===== src/rtl/interpolate_alu_vec.sv =====
// interpolate_alu_vec
//   Multi-channel linear interpolator for the ODE solver datapath:
//     Uk[c] = Un[c] + (Tk-Tn) * (Uz[c]-Un[c]) / (Tz-Tn)
//   All channels share one time base. One iterative restoring divider and
//   one multiplier are reused channel by channel. The slope keeps FRAC
//   fractional bits. Results saturate to WIDTH bits, with a per-channel
//   overflow flag.
// Ports:
//   clk, reset        rising-edge clock, asynchronous active-high reset
//   start             request, sampled only when not busy
//   Tk, Tn, Tz        target / left / right time (signed fixed, FRAC frac bits)
//   Un, Uz            left / right samples, channel c at [c*WIDTH +: WIDTH]
//   Uk                interpolated results, same packing
//   ovf               per-channel saturation flag
//   error             divide by zero (Tz == Tn)
//   busy, ready       operation in flight / result valid (level)
module interpolate_alu_vec #(
    parameter int WIDTH    = 16,
    parameter int FRAC     = 7,
    parameter int CHANNELS = 4
) (
    input  logic                        clk,
    input  logic                        reset,
    input  logic                        start,
    input  logic [WIDTH-1:0]            Tk,
    input  logic [WIDTH-1:0]            Tn,
    input  logic [WIDTH-1:0]            Tz,
    input  logic [CHANNELS*WIDTH-1:0]   Un,
    input  logic [CHANNELS*WIDTH-1:0]   Uz,
    output logic [CHANNELS*WIDTH-1:0]   Uk,
    output logic [CHANNELS-1:0]         ovf,
    output logic                        error,
    output logic                        busy,
    output logic                        ready
);
    localparam int NW  = WIDTH + FRAC + 1;   // scaled numerator width, also DIV cycle count
    localparam int DW  = WIDTH + 1;          // time difference width
    localparam int QW  = NW + 1;             // signed quotient width
    localparam int PW  = DW + QW;            // full product width
    localparam int CW  = $clog2(NW);
    localparam int CHW = (CHANNELS > 1) ? $clog2(CHANNELS) : 1;
    localparam logic [CHW-1:0] LAST_CH = CHW'(CHANNELS - 1);

    typedef enum logic [2:0] {IDLE, LOAD, DIV, MUL, WB, DONE} state_t;

    state_t                      state_q, state_d;
    logic [WIDTH-1:0]            tk_q, tk_d, tn_q, tn_d, tz_q, tz_d;
    logic [CHANNELS*WIDTH-1:0]   un_q, un_d, uz_q, uz_d;
    logic [CHANNELS*WIDTH-1:0]   uk_q, uk_d;
    logic [CHANNELS-1:0]         ovf_q, ovf_d;
    logic                        err_q, err_d;
    logic [DW-1:0]               den_q, den_d;
    logic                        dt_neg_q, dt_neg_d;
    logic [DW-1:0]               dk_q, dk_d;
    logic [DW-1:0]               rem_q, rem_d;
    logic [NW-1:0]               quo_q, quo_d;
    logic                        num_neg_q, num_neg_d;
    logic [CW-1:0]               cnt_q, cnt_d;
    logic signed [PW-1:0]        p_q, p_d;
    logic [CHW-1:0]              ch_q, ch_d;

    logic [DW-1:0]               dt_full, dk_full, diff;
    logic [CHW-1:0]              init_ch;
    logic [WIDTH-1:0]            un_sel, uz_sel, un_cur, sat;
    logic [NW-1:0]               num, num_mag;
    logic [DW:0]                 rem_shift, rem_sub;
    logic [QW-1:0]               q_mag, q_s;
    logic signed [PW-1:0]        dk_ext, q_ext, prod, s, max_v, min_v;
    logic                        sat_ovf;

    always_ff @(posedge clk or posedge reset) begin
        if (reset) begin
            state_q   <= IDLE;
            tk_q      <= '0;
            tn_q      <= '0;
            tz_q      <= '0;
            un_q      <= '0;
            uz_q      <= '0;
            uk_q      <= '0;
            ovf_q     <= '0;
            err_q     <= 1'b0;
            den_q     <= '0;
            dt_neg_q  <= 1'b0;
            dk_q      <= '0;
            rem_q     <= '0;
            quo_q     <= '0;
            num_neg_q <= 1'b0;
            cnt_q     <= '0;
            p_q       <= '0;
            ch_q      <= '0;
        end else begin
            state_q   <= state_d;
            tk_q      <= tk_d;
            tn_q      <= tn_d;
            tz_q      <= tz_d;
            un_q      <= un_d;
            uz_q      <= uz_d;
            uk_q      <= uk_d;
            ovf_q     <= ovf_d;
            err_q     <= err_d;
            den_q     <= den_d;
            dt_neg_q  <= dt_neg_d;
            dk_q      <= dk_d;
            rem_q     <= rem_d;
            quo_q     <= quo_d;
            num_neg_q <= num_neg_d;
            cnt_q     <= cnt_d;
            p_q       <= p_d;
            ch_q      <= ch_d;
        end
    end

    always_comb begin
        state_d   = state_q;
        tk_d      = tk_q;
        tn_d      = tn_q;
        tz_d      = tz_q;
        un_d      = un_q;
        uz_d      = uz_q;
        uk_d      = uk_q;
        ovf_d     = ovf_q;
        err_d     = err_q;
        den_d     = den_q;
        dt_neg_d  = dt_neg_q;
        dk_d      = dk_q;
        rem_d     = rem_q;
        quo_d     = quo_q;
        num_neg_d = num_neg_q;
        cnt_d     = cnt_q;
        p_d       = p_q;
        ch_d      = ch_q;

        // Time differences carry one extra bit so they never wrap.
        dt_full = {tz_q[WIDTH-1], tz_q} - {tn_q[WIDTH-1], tn_q};
        dk_full = {tk_q[WIDTH-1], tk_q} - {tn_q[WIDTH-1], tn_q};

        // Divider setup for the channel about to enter DIV: channel 0 from
        // LOAD, the next channel from WB.
        init_ch = (state_q == WB) ? ch_q + 1'b1 : '0;
        un_sel  = un_q[init_ch*WIDTH +: WIDTH];
        uz_sel  = uz_q[init_ch*WIDTH +: WIDTH];
        diff    = {uz_sel[WIDTH-1], uz_sel} - {un_sel[WIDTH-1], un_sel};
        num     = {diff, {FRAC{1'b0}}};
        num_mag = num[NW-1] ? -num : num;

        // One restoring step: the dividend shifts out of quo_q MSB-first
        // while quotient bits shift in at the LSB.
        rem_shift = {rem_q, quo_q[NW-1]};
        rem_sub   = rem_shift - {1'b0, den_q};

        q_mag  = {1'b0, quo_q};
        q_s    = (num_neg_q ^ dt_neg_q) ? -q_mag : q_mag;
        dk_ext = {{(PW-DW){dk_q[DW-1]}}, dk_q};
        q_ext  = {{(PW-QW){q_s[QW-1]}}, q_s};
        prod   = dk_ext * q_ext;

        un_cur  = un_q[ch_q*WIDTH +: WIDTH];
        s       = {{(PW-WIDTH){un_cur[WIDTH-1]}}, un_cur} + p_q;
        max_v   = {{(PW-WIDTH+1){1'b0}}, {(WIDTH-1){1'b1}}};
        min_v   = {{(PW-WIDTH+1){1'b1}}, {(WIDTH-1){1'b0}}};
        sat_ovf = 1'b0;
        if (s > max_v) begin
            sat     = max_v[WIDTH-1:0];
            sat_ovf = 1'b1;
        end else if (s < min_v) begin
            sat     = min_v[WIDTH-1:0];
            sat_ovf = 1'b1;
        end else begin
            sat = s[WIDTH-1:0];
        end

        case (state_q)
            IDLE, DONE: begin
                if (start) begin
                    tk_d    = Tk;
                    tn_d    = Tn;
                    tz_d    = Tz;
                    un_d    = Un;
                    uz_d    = Uz;
                    err_d   = 1'b0;
                    ovf_d   = '0;
                    state_d = LOAD;
                end
            end
            LOAD: begin
                if (dt_full == '0) begin
                    uk_d    = un_q;
                    ovf_d   = '0;
                    err_d   = 1'b1;
                    state_d = DONE;
                end else begin
                    den_d     = dt_full[DW-1] ? -dt_full : dt_full;
                    dt_neg_d  = dt_full[DW-1];
                    dk_d      = dk_full;
                    ch_d      = '0;
                    rem_d     = '0;
                    quo_d     = num_mag;
                    num_neg_d = num[NW-1];
                    cnt_d     = CW'(NW - 1);
                    state_d   = DIV;
                end
            end
            DIV: begin
                if (!rem_sub[DW]) begin
                    rem_d = rem_sub[DW-1:0];
                    quo_d = {quo_q[NW-2:0], 1'b1};
                end else begin
                    rem_d = rem_shift[DW-1:0];
                    quo_d = {quo_q[NW-2:0], 1'b0};
                end
                if (cnt_q == '0) begin
                    state_d = MUL;
                end else begin
                    cnt_d = cnt_q - 1'b1;
                end
            end
            MUL: begin
                p_d     = prod >>> FRAC;
                state_d = WB;
            end
            WB: begin
                uk_d[ch_q*WIDTH +: WIDTH] = sat;
                ovf_d[ch_q]               = sat_ovf;
                if (ch_q == LAST_CH) begin
                    state_d = DONE;
                end else begin
                    ch_d      = ch_q + 1'b1;
                    rem_d     = '0;
                    quo_d     = num_mag;
                    num_neg_d = num[NW-1];
                    cnt_d     = CW'(NW - 1);
                    state_d   = DIV;
                end
            end
            default: state_d = IDLE;
        endcase
    end

    assign Uk    = uk_q;
    assign ovf   = ovf_q;
    assign error = err_q;
    assign busy  = (state_q != IDLE) && (state_q != DONE);
    assign ready = (state_q == DONE);

endmodule


===== config.mk =====
export PLATFORM = sky130hd
export DESIGN_NAME = interpolate_alu_vec
export DESIGN_NICKNAME = d
export VERILOG_FILES = /design/src/rtl/interpolate_alu_vec.sv
export SDC_FILE = /design/constraint.sdc
export NUM_CORES = 2
export LEC_CHECK = 0
export BUFFER_PORTS_ARGS = -buffer_cell sky130_fd_sc_hd__clkbuf_2
export CAP_MARGIN = 15
export CORE_ASPECT_RATIO = 0.75
export CORE_UTILIZATION = 57
export DETAILED_ROUTE_END_ITERATION = 16
export PLACE_DENSITY = 0.79
export RECOVER_POWER = 100
export SYNTH_ARGS = -nofsm -noshare
export SYNTH_HDL_FRONTEND = slang
export SYNTH_SLANG_ARGS = --single-unit

===== constraint.sdc =====
create_clock -name clk -period 11.2 [get_ports clk]
set_input_delay 0.56 -clock clk [delete_from_list [all_inputs] [get_ports clk]]
set_output_delay 0.56 -clock clk [all_outputs]
set_load 0.01 [all_outputs]

# Yosys cells after proc, flatten, opt, wreduce, memory -nomap -nowiden

Index checks and enable logic that the tools add are counted.

Bitwise logic cells: 2
Muxes and demuxes: 43
Shift-type cells: 5
Reduce and logical (&&, ||, !) cells: 20
Add/sub/neg operators: 11
Multiply operators: 1
Eq/ne operators: 13
$lt $le $gt $ge: 4

Operators by type and width:

| kind                                                                              | number |
|---|---|
| 64-bit by 7-bit variable part select with 16-bit output                           | 3 |
| 64-bit case mux with 2 select lines                                               | 1 |
| 24-bit two-way mux                                                                | 3 |
| 24-bit case mux with 3 select lines                                               | 1 |
| 17-bit two-way mux                                                                | 4 |
| 64-bit bitwise mux                                                                | 1 |
| 64-bit two-way mux                                                                | 1 |
| 16-bit by 34-bit variable shift with 64-bit output, first input constant          | 1 |
| 16-bit by 34-bit variable part select with 64-bit output                          | 1 |
| 17-bit case mux with 3 select lines                                               | 1 |
| 16-bit by 16-bit subtractor with 17-bit output                                    | 3 |
| 17-bit by 25-bit multiplier with 42-bit output                                    | 1 |
| 16-bit by 35-bit adder with 36-bit output                                         | 1 |
| 36-bit by 16-bit greater-than comparator with 1-bit output, second input constant | 1 |
| 36-bit by 16-bit less-than comparator with 1-bit output, second input constant    | 1 |
| 6-bit negation with 34-bit output                                                 | 1 |
| 16-bit two-way mux                                                                | 2 |
| 25-bit two-way mux                                                                | 1 |
| 24-bit negation with 25-bit output                                                | 1 |
| 24-bit negation                                                                   | 1 |
| 18-bit by 17-bit subtractor with 18-bit output                                    | 1 |
| 17-bit logical NOT                                                                | 1 |
| 17-bit negation                                                                   | 1 |
| 5-bit two-way mux                                                                 | 3 |
| 32 further kinds                                                                  | 63 |

Bits of input ports: 179
Flip-flop bits (word level): 367
Word-level logic and storage cells: 117

# Depth between registers and ports, before layout

Depth after elaboration: 8
Depth in mapped cells: 31

# Least setup slack after synthesis

Ideal clock, no wire load.

Path kind: register -> register
Start point: reg quo_q[2]
End point: reg p_q[34] (netlist name)
Stages on the path, launching flop included: 30
Buffers on the path: 2
Slack: 3314 ps
Arrival: 7818 ps
Library setup time: 69 ps
Clock period less this slack: 7886 ps
Data required time: 11131 ps
Path through: dfrtp_1 -> clkbuf_1 -> nor4_1 -> nand2b_1 -> nor4_1 -> and2_1 -> nor2_1 -> xnor2_1 -> clkbuf_1 -> nand2_1 -> fa_1 -> fa_1 -> fa_1 -> inv_1 -> fa_1 -> fa_1 -> inv_1 -> fa_1 -> inv_1 -> ha_1 -> a21o_1 -> a21o_1 -> a21oi_1 -> o21ai_0 -> a21o_1 -> or2_1 -> a31o_2 -> a211o_1 -> or4_1 -> nand3_1

Word-level cells in the longest chain between the ends: 3

RTL lines:

| item                                               | RTL line | text |
|---|---|---|
| from (decl)                                        | 56       | `logic [NW-1:0] quo_q, quo_d;` |
| from (signal assigned)                             | 105      | `quo_q <= quo_d;` |
| 24-bit negation with 25-bit output                 | 152      | `q_s = (num_neg_q ^ dt_neg_q) ? -q_mag : q_mag;` |
| 25-bit two-way mux (*)                             | 152      |  |
| 17-bit by 25-bit multiplier with 42-bit output (*) | 155      | `prod = dk_ext * q_ext;` |

Every way passes the cells marked *; elsewhere a longest branch is shown, timed or not.
A chain may end at the register's enable or synchronous reset.

# Worst setup path after layout

Start point: reg quo_q[2]
End point: reg p_q[34] (netlist name)

Word-level cells in the longest chain between the ends: 3

RTL lines:

| item                                               | RTL line |
|---|---|
| 24-bit negation with 25-bit output                 | 152 |
| 25-bit two-way mux (*)                             | 152 |
| 17-bit by 25-bit multiplier with 42-bit output (*) | 155 |

Marked as above.

==> summary.txt <==
Clock tree
  – CTS Buf Count: 41
  – Post-CTS setup buffers: 0
  – Resized cells post-CTS: 0
  – CTS root buf: clkbuf_16
  – Clk slew on worst S/H paths: 0.07 ns
  – Worst skew pair latency: 0.58 ns
  – CTS tree: yes
  – Clk buf depth: 3
  – Clk sink count: 367
  – Number of H-tree branching levels: 2
  – Number of hold buffers added after cts: 0

Logic synthesis
  – Seq/Total Area, Yosys: 0.241
  – Synth Area in Compound Gates: 0.127
  – Dominant cell type by area after synthesis: dfrtp_1
  – Syn Nets: 4,833
  – EDFF count, synth: 0
  – Synth async-reset ratio: 1.00
  – FF+latch count, synth: 367
  – Post-Synth Simple-Gate Area: 0.149
  – Syn Area/Cell: 9.46 um2
  – Post-Syn Instances: 4,028
  – Cell variety after synth: 96
  – Synth Area in XOR/XNOR: 0.0333
  – Multiplexer area fraction after synthesis: 0.0832
  – Top cells by area, synth: dfrtp_1 (24%), fa_1 (22%), ha_1 (6.8%)
  – Post-Synth Adder-Cell Area: 0.288
  – Main combinational cell family by area after synthesis: adder cells
  – Synth top area share: 0.241
  – Synth Flop Type: dfrtp_1
  – Synthesized area: 0.0381 mm2
  – Ys Warns: 0

Floorplan
  – Die X: 300 um
  – # rows: 81
  – Core ar.: 0.0657 mm2
  – IO Count: 250
  – Die H: 226 um
  – Starting density of the core: 0.580
  – Die footprint: 0.0679 mm2

Timing
  – Setup TNS Final: 0 ns
  – Final hold vios: 0
  – Max Clock Freq: 0.105 GHz
  – Worst-Margin Slew: 8.17 ns
  – Final setup viols: 0
  – Final WS setup: 1.72 ns
  – Max Slew Vio Count: 805
  – Minimum clock period: 9.48 ns
  – Period utilization: 0.846
  – Rel. slew slack: -4.45
  – RSZ-0062 raised after global routing: no
  – Fin Clk Skew: 0.0352 ns

Final layout
  – Share of layout cells above drive strength 1: 0.127
  – Final net count: 4,979
  – Final non-filler cell total: 5,077
  – Final instance area: 0.0414 mm2
  – Area growth syn-to-layout: 8.75%
  – Most frequent cells in the layout: inv_1 (563), fa_1 (420), nand2_1 (415)
  – Commonest non-fill, non-tap cell in the layout: inv_1
  – # diodes: 0

Setup path
  – Worst Path Buf+Inv: 3
  – Family with the most delay on the worst path: adder cells
  – Worst Setup Start Kind: flip-flop
  – Critical Path Most Common Cell: fa_1
  – Worst EP required: 11.69 ns
  – Worst setup path category: flip-flop to flip-flop
  – Critical Path End Type: flip-flop
  – Crit path largest cell delay: 1.38 ns
  – Max FO, Critical Path: 17
  – CP Data Arrival Time: 9.97 ns
  – Worst R2R Setup Slack: 1.72 ns
  – Crit path max-delay cell type: xnor2_1

Outcome
  – Status: finished with violations
  – Violated checks: max-capacitance violations, max-slew violations

Placed design
  – Placed Cells: 5,000
  – Final HPWL DP: 79.6 mm
  – Routability cong.: 0.960
  – Port buffer count: 249
  – Dpl cell area: 0.0401 mm2
  – Post-Place Worst Slack: 2.47 ns

Drt
  – Via-to-Cell Ratio: 6.05
  – Pre-Repair DR Iteration Count: 8
  – DRT iter0 DRCs: 3,127
  – # DRC: 0
  – Antenna Violating Nets Remaining: 0
  – Final WL: 106 mm
  – Via count: 30,700
  – Wire per inst: 20.9 um

Global route
  – Largest net degree at the start of global routing: 195
  – Total track usage: 0.323
  – Vias in the first global route: 30,900
  – Grt met2 use: 0.488
  – Met1 Use GR: 0.478
  – Global-route wire length before repair: 172 mm
  – Total gr overflow: 0
  – Initial antenna violation count: 2
  – Busiest grt layer: met2
  – GRT met3 Usage: 0.0545

Run
  – Max-cap violations: 12

Hold path
  – Worst min path class: input pin to flip-flop
[per-layer routing]
layer	up-vias	share of wire
met1	15300	0.43
li1	13700	-
met5	-	0.00010
met2	1508	0.44
met4	2	0.027
met3	185	0.10
[logic make-up (layout without fill, tap and decap cells)]
kind of cell    Yosys count  in the layout
buf+inv                 761            939
mux                     273            273
xor+xnor                145            145
fa+ha+maj               626            626
simple gates           1151           1151
compound gates          705            705
flops                   367            367
[worst paths after layout]
kind	cells after the start	start	to
max reg2reg	26	quo_q[2]$_DFFE_PP0P_	p_q[34]$_DFFE_PP0P_
max in group asynchronous	3	reset	uz_q[43]$_DFFE_PP0P_
max	26	quo_q[2]$_DFFE_PP0P_	p_q[34]$_DFFE_PP0P_
min in group asynchronous	2	reset	un_q[48]$_DFFE_PP0P_
min	3	Tk[0]	tk_q[0]$_DFFE_PP0P_
min reg2reg	2	dk_q[11]$_DFFE_PP0P_	dk_q[11]$_DFFE_PP0P_
[synth_stat cells, drive strengths merged, types with 13 or more instances]
library cell / n
mux4: 16
a21oi: 139
mux2i: 83
a21o: 45
and2: 289
o211ai: 30
a211oi: 34
ha: 206
o21bai: 15
and3: 23
a31oi: 35
xor2: 55
nand3: 51
o31ai: 19
or3: 20
nand2b: 22
clkbuf: 148
o221ai: 16
o2bb2ai: 13
nand2: 416
nor3: 44
nor2: 175
buf: 49
nand4: 23
dfrtp: 367
mux2: 174
fa: 420
nor4: 14
inv: 564
o311ai: 57
nor2b: 33
xnor2: 90
o21ai: 165
o22ai: 26
[area by class of cell]
type	count	area (um2)
clock inverter	20	322
multi-input combinational	2900	26000
clock buffer	55	1170
sequential	367	9180
fill	5471	24300
tap	871	1090
inverter	564	2120
timing repair buffer	300	1540
[worst min-delay path, cell delays in order]
cell and delay, ns:
clkbuf_2 0.07, nand2_1 0.04, o21ai_0 0.05
[per-stage QoR]
step	hold slack, ns	utilization
after floorplan	0.445	-
after global placement	0.472	0.611
after detailed placement	0.468	0.611
after CTS	0.164	0.634
after global routing	0.182	0.631
final	0.186	0.631
[sequential cells by signal, indices dropped and copies added, names as in the netlist, 2 cells and up]
register,flops
Uk,64
ch_q,2
cnt_q,5
den_q,17
dk_q,17
ovf,4
p_q,35
quo_q,24
rem_q,17
state_q,3
tk_q,16
tn_q,16
tz_q,16
un_q,64
uz_q,64
Power is left out: the tool's default activity adds up to more than one toggle a clock period on the data nets, which glitch-free logic cannot reach.
